**src/rtl/reg_wb_arbiter.sv**
```systemverilog
// Round-robin arbiter that shares the register-file write port among NUM_REQ writeback sources.
// The winning write is registered, so the register file sees a clean request one cycle after acceptance.
module reg_wb_arbiter #(
  parameter int NUM_REQ    = 3,
  parameter bit ZERO_GUARD = 1'b1,
  parameter int CNT_W      = 16
) (
  input  logic                  clk_i,
  input  logic                  rst_n,
  input  logic                  hold_i,
  input  logic [NUM_REQ-1:0]    req_valid_i,
  input  logic [NUM_REQ*5-1:0]  req_addr_i,
  input  logic [NUM_REQ*32-1:0] req_data_i,
  output logic [NUM_REQ-1:0]    req_ready_o,
  output logic                  RegWrite_o,
  output logic [4:0]            RDaddr_o,
  output logic [31:0]           RDdata_o,
  output logic [2:0]            grant_id_o,
  output logic [CNT_W-1:0]      conflict_cnt_o
);
  localparam int PTR_W = $clog2(NUM_REQ);

  logic [PTR_W-1:0] ptr_reg;
  logic [4:0]       addr_arr [NUM_REQ];
  logic [31:0]      data_arr [NUM_REQ];
  logic [3:0]       dist_arr [NUM_REQ];

  logic        win_found;
  logic [2:0]  win_idx;
  logic [3:0]  win_dist;
  logic [4:0]  win_addr;
  logic [31:0] win_data;
  logic [3:0]  valid_cnt;
  logic        xfer;
  logic        conflict;

  genvar gi;
  generate
    for (gi = 0; gi < NUM_REQ; gi++) begin : g_req
      assign addr_arr[gi] = req_addr_i[gi*5 +: 5];
      assign data_arr[gi] = req_data_i[gi*32 +: 32];
      // Rotated distance from the pointer: 0 is the highest-priority slot.
      assign dist_arr[gi] = (4'(gi) >= 4'(ptr_reg)) ? (4'(gi) - 4'(ptr_reg))
                                                   : (4'(gi) + 4'(NUM_REQ) - 4'(ptr_reg));
      assign req_ready_o[gi] = rst_n & ~hold_i & win_found & (win_idx == 3'(gi));
    end
  endgenerate

  always_comb begin
    win_found = 1'b0;
    win_idx   = '0;
    win_dist  = 4'hF;
    win_addr  = '0;
    win_data  = '0;
    valid_cnt = '0;
    for (int k = 0; k < NUM_REQ; k++) begin
      if (req_valid_i[k]) begin
        valid_cnt = valid_cnt + 4'd1;
        if (dist_arr[k] < win_dist) begin
          win_found = 1'b1;
          win_idx   = 3'(k);
          win_dist  = dist_arr[k];
          win_addr  = addr_arr[k];
          win_data  = data_arr[k];
        end
      end
    end
  end

  assign xfer     = |req_ready_o;
  assign conflict = ~hold_i & (valid_cnt >= 4'd2);

  always_ff @(posedge clk_i or negedge rst_n) begin
    if (!rst_n) begin
      ptr_reg <= '0;
    end else if (xfer) begin
      ptr_reg <= (win_idx == 3'(NUM_REQ - 1)) ? '0 : PTR_W'(win_idx + 3'd1);
    end
  end

  // Address/data/id still follow a guarded write to r0; only the enable is dropped.
  always_ff @(posedge clk_i or negedge rst_n) begin
    if (!rst_n) begin
      RegWrite_o <= 1'b0;
      RDaddr_o   <= '0;
      RDdata_o   <= '0;
      grant_id_o <= '0;
    end else begin
      RegWrite_o <= xfer & ~(ZERO_GUARD && (win_addr == 5'd0));
      if (xfer) begin
        RDaddr_o   <= win_addr;
        RDdata_o   <= win_data;
        grant_id_o <= win_idx;
      end
    end
  end

  always_ff @(posedge clk_i or negedge rst_n) begin
    if (!rst_n) begin
      conflict_cnt_o <= '0;
    end else if (conflict && (conflict_cnt_o != '1)) begin
      conflict_cnt_o <= conflict_cnt_o + CNT_W'(1);
    end
  end
endmodule

```
**config.mk**
```make
export PLATFORM = sky130hd
export DESIGN_NAME = reg_wb_arbiter
export DESIGN_NICKNAME = d
export VERILOG_FILES = /design/src/rtl/reg_wb_arbiter.sv
export SDC_FILE = /design/constraint.sdc
export NUM_CORES = 1
export LEC_CHECK = 0
export CAP_MARGIN = 20
export CORE_AREA = 2 2 99 101
export DETAILED_ROUTE_END_ITERATION = 6
export DIE_AREA = 0 0 101 103
export GPL_ROUTABILITY_DRIVEN = 0
export PLACE_DENSITY = 0.75
export RECOVER_POWER = 50
export SLEW_MARGIN = 20
export SYNTH_ARGS = -nofsm -noshare
export SYNTH_HDL_FRONTEND = slang
export SYNTH_SLANG_ARGS = --single-unit
```
**constraint.sdc**
```tcl
create_clock -name clk_i -period 8.1 [get_ports clk_i]
set_clock_uncertainty 0.1 [all_clocks]
set_input_delay 1.62 -clock clk_i [delete_from_list [all_inputs] [get_ports clk_i]]
set_output_delay 1.62 -clock clk_i [all_outputs]
set_load 0.005 [all_outputs]
```
## Word-level counts from Yosys, hierarchy flattened

Index checks and enable logic that the tools add are counted.
Widths: inputs -> output; s select.

| storage, ports and cells | value |
|---|---|
| flip-flop bits (word level) | 59 |
| input bits | 117 |
| output and inout bits | 60 |
| word-level logic and storage cells | 72 |

| operators by class | value |
|---|---|
| add/sub/neg operators | 10 |
| magnitude comparators | 7 |
| equality and inequality tests | 3 |
| muxes and demuxes | 33 |
| bitwise logic cells | 9 |
| reduce and logical (&&, ||, !) cells | 4 |

Operators with widths:

| operator | number |
|---|---|
| $mux 32 | 6 |
| $mux 4 | 9 |
| $mux 5 | 6 |
| $add 16x1->16 const B | 1 |
| $ne 16x16->1 const B | 1 |
| $mux 1 | 9 |
| $add 4x1->4 const B | 2 |
| $lt 4x4->1 | 2 |
| $sub 3x2->4 const A | 2 |
| $and 1x1->1 | 7 |
| $mux 3 | 2 |
| $sub 1x2->3 const A | 2 |
| $sub 2x2->3 const A | 2 |
| $logic_not 5->1 | 1 |
| $ge 1x2->1 const A | 2 |
| $ge 4x2->1 const B | 1 |
| $lt 4x4->1 const B | 1 |
| $eq 3x1->1 const B | 1 |
| $eq 3x2->1 const B | 1 |
| $logic_not 3->1 | 1 |
| $reduce_or 3->1 | 1 |
| $add 2x1->2 const B | 1 |
| $ge 2x2->1 const A | 1 |
| $mux 2 | 1 |
| 2 further kinds | 3 |

## Logic depth before layout (Yosys ltp)

Gate-level depths: netlist of run 1.

| logic depth | value |
|---|---|
| word-level depth | 15 |
| depth in mapped cells | 17 |
| depth with buffers taken out | 14 |

## Worst setup path after synthesis of run 1

Ideal clock, no wire load.

| timing | value |
|---|---|
| path type | input-to-output |
| start | in req_valid_i[0] |
| end | out req_ready_o[0] |
| arrival | 4112 ps |
| required time | 6380 ps |
| path slack | 2268 ps |
| stages on the path | 12 |
| path buffers | 2 |
| path through | inv_1 nor2_1 ha_1 o211ai_1 o211ai_2 clkbuf_1 o21ai_0 ha_1 a2111oi_4 nor2_1 buf_2 and3_1 |

| between the ends | value |
|---|---|
| longest elaborated chain between the ends | 9 |
| elaborated cells between the ends (all ways) | 17 |
| classes of those cells | 2 x order compare; 12 x mux; 2 x bitwise; 1 x reduce/logical |

Ends and longest elaborated chain:

| item | RTL line | source |
|---|---|---|
| start: declaration | 11 | `input logic [NUM_REQ-1:0] req_valid_i,` |
| $mux 4 | 57 | `if (req_valid_i[k]) begin` |
| $lt 4x4->1 | 59 | `if (dist_arr[k] < win_dist) begin` |
| $mux 4 | 59 |  |
| $mux 4 | 57 |  |
| $lt 4x4->1 | 59 |  |
| $mux 3 / $mux 1 (equally long branches) | 59 |  |
| $mux 3 / $mux 1 (equally long branches) | 57 |  |
| $logic_not 3->1 / $and 1x1->1 (equally long branches) | 45 | `assign req_ready_o[gi] = rst_n & ~hold_i & win_found & (win_idx == 3'(gi));` |
| $and 1x1->1 (*) | 45 |  |
| end: declaration | 14 | `output logic [NUM_REQ-1:0] req_ready_o,` |

Mark *: on every way between the ends. The rest lies on a longest branch, timed or not.

## Final worst setup path of run 1

Ends and elaborated chain as after synthesis.

==> metrics, run 1 <==
H-tree levels=3; violated checks=max-capacitance violations, max-slew violations; first-pass GRT wire length=16,900 um; Slew HR=-106%; overall routing resource usage=about a fifth; die footprint=10,400 um^2; number of setup violations in the final report=0; clock buffer depth=2; Syn Inst Count=343; syn_area_per_cell=approximately 11 um^2; Routed Antenna Nets=0; Fmax=0.135 GHz; leakage=2.39 nW; Reg2Reg Setup Slack=3780 ps; Worst EP arrival=5660 ps; # port buffers=175; register area share after synthesis=roughly two fifths; DIE HEIGHT=103 um; starting DRC count in detailed routing=74; initial antenna violation count=0; drt via density=roughly 5.4; ant diodes=0; Top FF cell, synth=dfrtp_1; Post CTS Setup Buffer Count=0; vias in the first global route=about 3,400; Row Count=36; total gr overflow=0; minimum clock period=between 7000 and 8000 ps; Pins Over Slew Limit=60; TritonCTS Buffers=9; post_cts resized=0; DRT Pass-1 Iters=5; Total Nets Final=approximately 640; DP Worst Slack=676 ps; WL final=10,600 um; routed wire length per instance=~17 um; Inst Count DP=611; CP Launch Type=input port; Clock transition at path regs=around 70 ps; core box area=9460 um^2; register name with the most flops=RDdata_o; number of flip-flops in the largest register=32; Synth async-reset ratio=100%; Synth cell types=41; Worst-Skew Late Latency=roughly 340 ps; Final Non-Filler Cells=between 600 and 700; YS warnings=0; Final WS setup=between 700 and 800 ps; Hold Crit Depth=1; max-cap violation count=1; highest net fanout along the worst path=39; Largest regs=RDdata_o (32), conflict_cnt_o (16), RDaddr_o (5); post-layout util=60.6%; Peak supply drop=0.114 mV; largest net degree at the start of global routing=60; synthesized flop and latch total=58; via count=3,363; Final period util=about 91%; Least-Margin Pin Slew=3090 ps; synth-to-layout area growth=57.8%; EDFF count, synth=0; Residual DRC=0; dpl hpwl=7800 um; Ports=177; syn nets=473; crit end category=primary output; die width=101 um; Hold Fails Final Rpt=0; Power Density=approximately 300 nW/um^2; Synth Cell Area=3630 um^2; filler cell count=836; Power, Total=approximately 1.7 mW; outcome=finished with violations; Starting Density=38.4%; R2R cell count=15; post-route setup TNS=0 ps; critical path class=input port to primary output; CTS root buf=clkbuf_8; worst min path class=flop to flop; RSZ-0062 raised after global routing=false; layout cells sized above 1=5.45%; hold buffers post-CTS=0; Sink Count=a little under 60; Crit path required time=6380 ps; CTS tree=yes
logic make-up (layout without fill, tap and decap cells):
| group | count (synthesis) | in the layout | share of synthesized area [%] |
|---|---|---|---|
| AO/OA/AOI/OAI | 97 | 97 | 23.4 |
| AND/OR/NAND/NOR | 90 | 90 | 14.1 |
| flip-flops | 58 | 58 | 40.0 |
| multiplexers | 39 | 39 | 10.8 |
| buffers and inverters | 31 | 202 | 3.72 |
| XOR/XNOR | 14 | 14 | 3.38 |
| adder cells (fa/ha/maj) | 13 | 13 | 4.48 |
| other | 1 | 1 | 0.103 |
stage by stage:
| step | area [um^2] | hold WS [ps] |
|---|---|---|
| 2_1_floorplan | 3630 | 374 |
| 3_3_place_gp | 5460 | 380 |
| 3_5_place_dp | 5460 | 393 |
| 4_1_cts | 5710 | 407 |
| 5_1_grt | 5730 | 421 |
| 6_report | 5730 | 403 |
final cells by class:
type	count	area, um^2	area share, %
clock buffer	9	124	2.16
clock inverter	7	118	2.05
inverter	6	22.5	0.393
multi-input combinational	254	2070	36.2
sequential	58	1450	25.3
tap	114	143	2.49
timing repair buffer	180	1800	31.4
worst paths after layout:
path | start | endpoint
setup / recovery | req_valid_i[0] | req_ready_o[0]
hold reg to reg | conflict_cnt_o[4]$_DFFE_PN0P_ | conflict_cnt_o[4]$_DFFE_PN0P_
hold / removal | conflict_cnt_o[4]$_DFFE_PN0P_ | conflict_cnt_o[4]$_DFFE_PN0P_
min in group asynchronous | rst_n | conflict_cnt_o[8]$_DFFE_PN0P_
max in group asynchronous | rst_n | RDdata_o[16]$_DFFE_PN0P_
setup reg to reg | ptr_reg[1]$_DFFE_PN0P_ | RDaddr_o[0]$_DFFE_PN0P_
cells in the mapped netlist (5+ instances only):
cell type / number / area share (%)
ha_1: 13 / 4.5
clkbuf_1: 17 / 1.8
xnor2_1: 12 / 2.9
and2_1: 40 / 6.9
mux2i_1: 37 / 10
nand3_1: 6 / 0.83
nand4_1: 7 / 1.2
o21ai_0: 5 / 0.69
a2bb2oi_1: 37 / 8.9
inv_1: 6 / 0.62
nand2_1: 10 / 1.0
dfrtp_1: 58 / 40
o22a_1: 37 / 8.9
nor2_1: 8 / 0.83
where the power goes:
part,internal [mW],switching [mW]
Clock,0.204,0.123
Sequential,0.402,0.0726
Combinational,0.513,0.381
Total,1.12,0.576
critical path: stages:
cell	delay (ps)
clkdlybuf4s50_1	550
buf_4	300
ha_1	350
o211ai_1	180
o211ai_4	440
nand2_1	110
o21ai_0	100
ha_1	280
o41ai_1	170
nor2_4	740
and3_1	290
clkdlybuf4s50_1	530
routing by layer:
metal	up-vias	global-route usage (%)	share of wire, %
met5	-	0	0
met4	0	6.03	1.6
met3	10	6.44	7.8
met2	124	37.3	50
met1	1614	23.7	40
li1	1615	-	-
cells in the final DEF, fill, tap and decap left out, drive strengths merged, types with 2 or more instances in the layout:
master,instances
bufinv,3
o21ai,5
nand2,10
buf,4
dlygate4sd3,29
o211ai,2
and3,3
nor3,3
xnor2,12
inv,6
nand2b,3
clkdlybuf4s50,145
o22a,37
nand4,7
a21oi,4
nand3,6
a2bb2oi,37
ha,13
a21o,4
nor4,2
nor2,8
clkinv,4
nor2b,4
dfrtp,58
or4,2
mux2,2
clkbuf,11
and2,40
mux2i,37
xor2,2
Note: power is estimated with default switching activity, not from simulation.
==> inputs of run 2 (changes only) <==
- CORE_AREA: 2 2 99 101 -> 2 2 94 96
- DIE_AREA: 0 0 101 103 -> 0 0 96 98
- PLACE_DENSITY: 0.75 -> 0.82
==> metrics, run 2 (synthesis results as in run 1) <==
CP peak stage delay=710 ps (-30 ps); Ports=177 (unchanged); WL final=11,100 um (+5.2%); ant diodes=0 (unchanged); crit end category=primary output; commonest cells after routing, fill and taps aside=clkdlybuf4s50_1, dfrtp_1, and2_1; post-route setup TNS=0 ps (unchanged); crit-path cells=clkdlybuf4s50_1, inv_1, nor2_1, ha_1, o211ai_1, o211ai_4, nand2_1, o21ai_0, ha_1, o41ai_1, nor2_4, and3_1, clkdlybuf4s50_1; post-layout util=67.5% (+6.9 points); Fmax=0.136 GHz (+0.54%); CP Launch Type=input port; filler cell count=674 (-19%); clock buffer depth=2 (unchanged); first-pass GRT wire length=17,800 um (+4.9%); area of the multi-input gates=2070 um^2 (unchanged); Post-Route M1 WL=4350 um (+2.7%); Detail Route met3 WL=966 um (+18%); Largest regs=RDdata_o (32), conflict_cnt_o (16), RDaddr_o (5); Worst EP arrival=5620 ps (-40 ps); crit-path leading delay family=compound AO/OA/AOI/OAI gates; overall routing resource usage=24.2% (+3.5 points); Slew HR=-111% (-4.7 points); minimum clock period=7340 ps (-39.6 ps); die footprint=9410 um^2 (-9.6%); max-cap violation count=1 (unchanged); register name with the most flops=RDdata_o; number of setup violations in the final report=0 (unchanged); Crit path required time=6380 ps (about the same); CTS root buf=clkbuf_8; Reg area=1450 um^2 (unchanged); Row Count=34 (-5.6%); # port buffers=175 (unchanged); drt via density=5.50 (+2.7%); Starting Density=42.9% (+4.5 points); starting DRC count in detailed routing=106 (+43%); largest net degree at the start of global routing=60 (unchanged); TritonCTS Buffers=9 (unchanged); worst min path class=flop to flop; DIE HEIGHT=98 um (-4.9%); dpl hpwl=7910 um (+1.3%); hold buffers post-CTS=0 (unchanged); RSZ-0062 raised after global routing=false; routed wire length per instance=17.8 um (+6.2%); Routed Antenna Nets=0 (unchanged); Hold Fails Final Rpt=0 (unchanged); leakage=2.38 nW (-0.29%); H-tree levels=3 (unchanged); Clock transition at path regs=70 ps (about the same); Pins Over Slew Limit=60 (unchanged); CTS tree=yes; Least-Margin Pin Slew=3160 ps (+70.3 ps); met2 WL=5580 um (+4.8%); number of flip-flops in the largest register=32 (unchanged); Final period util=90.7% (-0.49 points); layout cells sized above 1=5.45% (unchanged); Worst-Skew Late Latency=340 ps (about the same); initial antenna violation count=0 (unchanged); core box area=8470 um^2 (-11%); violated checks=max-capacitance violations, max-slew violations; critical path class=input port to primary output; Peak supply drop=0.219 mV (+91%); vias in the first global route=3,564 (+3.6%); critical path's slowest cell=o41ai_1; total gr overflow=0 (unchanged); Post CTS Setup Buffer Count=0 (unchanged); DRT Pass-1 Iters=4 (-1); die width=96 um (-5.0%); synth-to-layout area growth=57.3%; via count=3,422 (+1.8%); most common cell after layout, fill and taps aside=clkdlybuf4s50_1; Sink Count=58 (unchanged); Total Nets Final=639 (unchanged); Power Density=300 nW/um^2 (+1.5%); outcome=finished with violations; post_cts resized=0 (unchanged); Critical path buffers and inverters=3 (unchanged); Max Used Layer=met4; highest net fanout along the worst path=39 (unchanged); Residual DRC=0 (unchanged)
[run 2: changes by cell type in the layout (fill, tap and decap cells not counted)]
cell        previous run  this run
clkinv_2               2         0
clkinvlp_4             0         2
buf_16                 1         0
buf_4                  3         4
clkbuf_8               9        10
clkinv_4               2         1
[run 2: power breakdown]
part / switching [mW] / total, mW / leakage, nW / internal (mW)
Sequential: 0.0720 / 0.474 / 0.683 / 0.402
Clock: 0.124 / 0.337 / 0.119 / 0.213
Combinational: 0.392 / 0.905 / 1.58 / 0.513
Total: 0.588 / 1.72 / 2.38 / 1.13
[run 2: metal layers]
layer | up-vias | GRT usage (%)
met3 | 17 | 7.48
met4 | 0 | 7.69
met2 | 126 | 40.9
met1 | 1665 | 29.1
met5 | - | 0
li1 | 1614 | -
[run 2: cell type report]
| type | instances | share of cell area [%] |
|---|---|---|
| inverters | 6 | 0.394 |
| well taps | 108 | 2.37 |
| clock inverters | 6 | 1.99 |
| flip-flops and latches | 58 | 25.4 |
| clock buffers | 10 | 2.41 |
| repair buffers | 180 | 31.2 |
| multi-input cells | 254 | 36.3 |
[run 2: metrics by stage]
stage | power [mW] | cells | hold WS (ps) | worst slack (ps) | instance area [um^2]
CTS | 1.76 | 622 | 389 | 831 | 5720
floorplan | 1.00 | 343 | 374 | 2270 | 3630
global placement | 1.38 | 606 | 363 | 998 | 5460
finish | 1.72 | 622 | 380 | 755 | 5710
detailed placement | 1.42 | 606 | 373 | 843 | 5460
global route | 1.83 | 622 | 397 | 486 | 5710
[run 2: path summary, 6_finish.rpt]
check | start | end | slack, ps | cells past startpoint
max | req_valid_i[0] | req_ready_o[0] | 760 | 13
min | grant_id_o[0]$_DFFE_PN0P_ | grant_id_o[0]$_DFFE_PN0P_ | 380 | 1
max reg2reg | ptr_reg[1]$_DFFE_PN0P_ | RDdata_o[8]$_DFFE_PN0P_ | 3400 | 13
min reg2reg | grant_id_o[0]$_DFFE_PN0P_ | grant_id_o[0]$_DFFE_PN0P_ | 380 | 1
max in group asynchronous | rst_n | conflict_cnt_o[5]$_DFFE_PN0P_ | 3700 | 2
min in group asynchronous | rst_n | RDaddr_o[1]$_DFFE_PN0P_ | 2430 | 2
[run 2: worst register-to-register path, stage by stage (launching register included)]
cell,delay (ps)
dfrtp_1,480
inv_1,140
ha_1,250
and2_1,180
ha_1,310
o211ai_1,180
o211ai_4,470
o21ai_0,150
ha_1,330
a2111oi_4,490
a211oi_4,70
buf_4,300
a21oi_4,890
o22a_1,270
==> inputs of run 3 (changes only) <==
- GPL_TIMING_DRIVEN: not set -> 1
==> results of run 3 <==
Same layout as run 2: the final DEF is identical, and so are final timing and power.
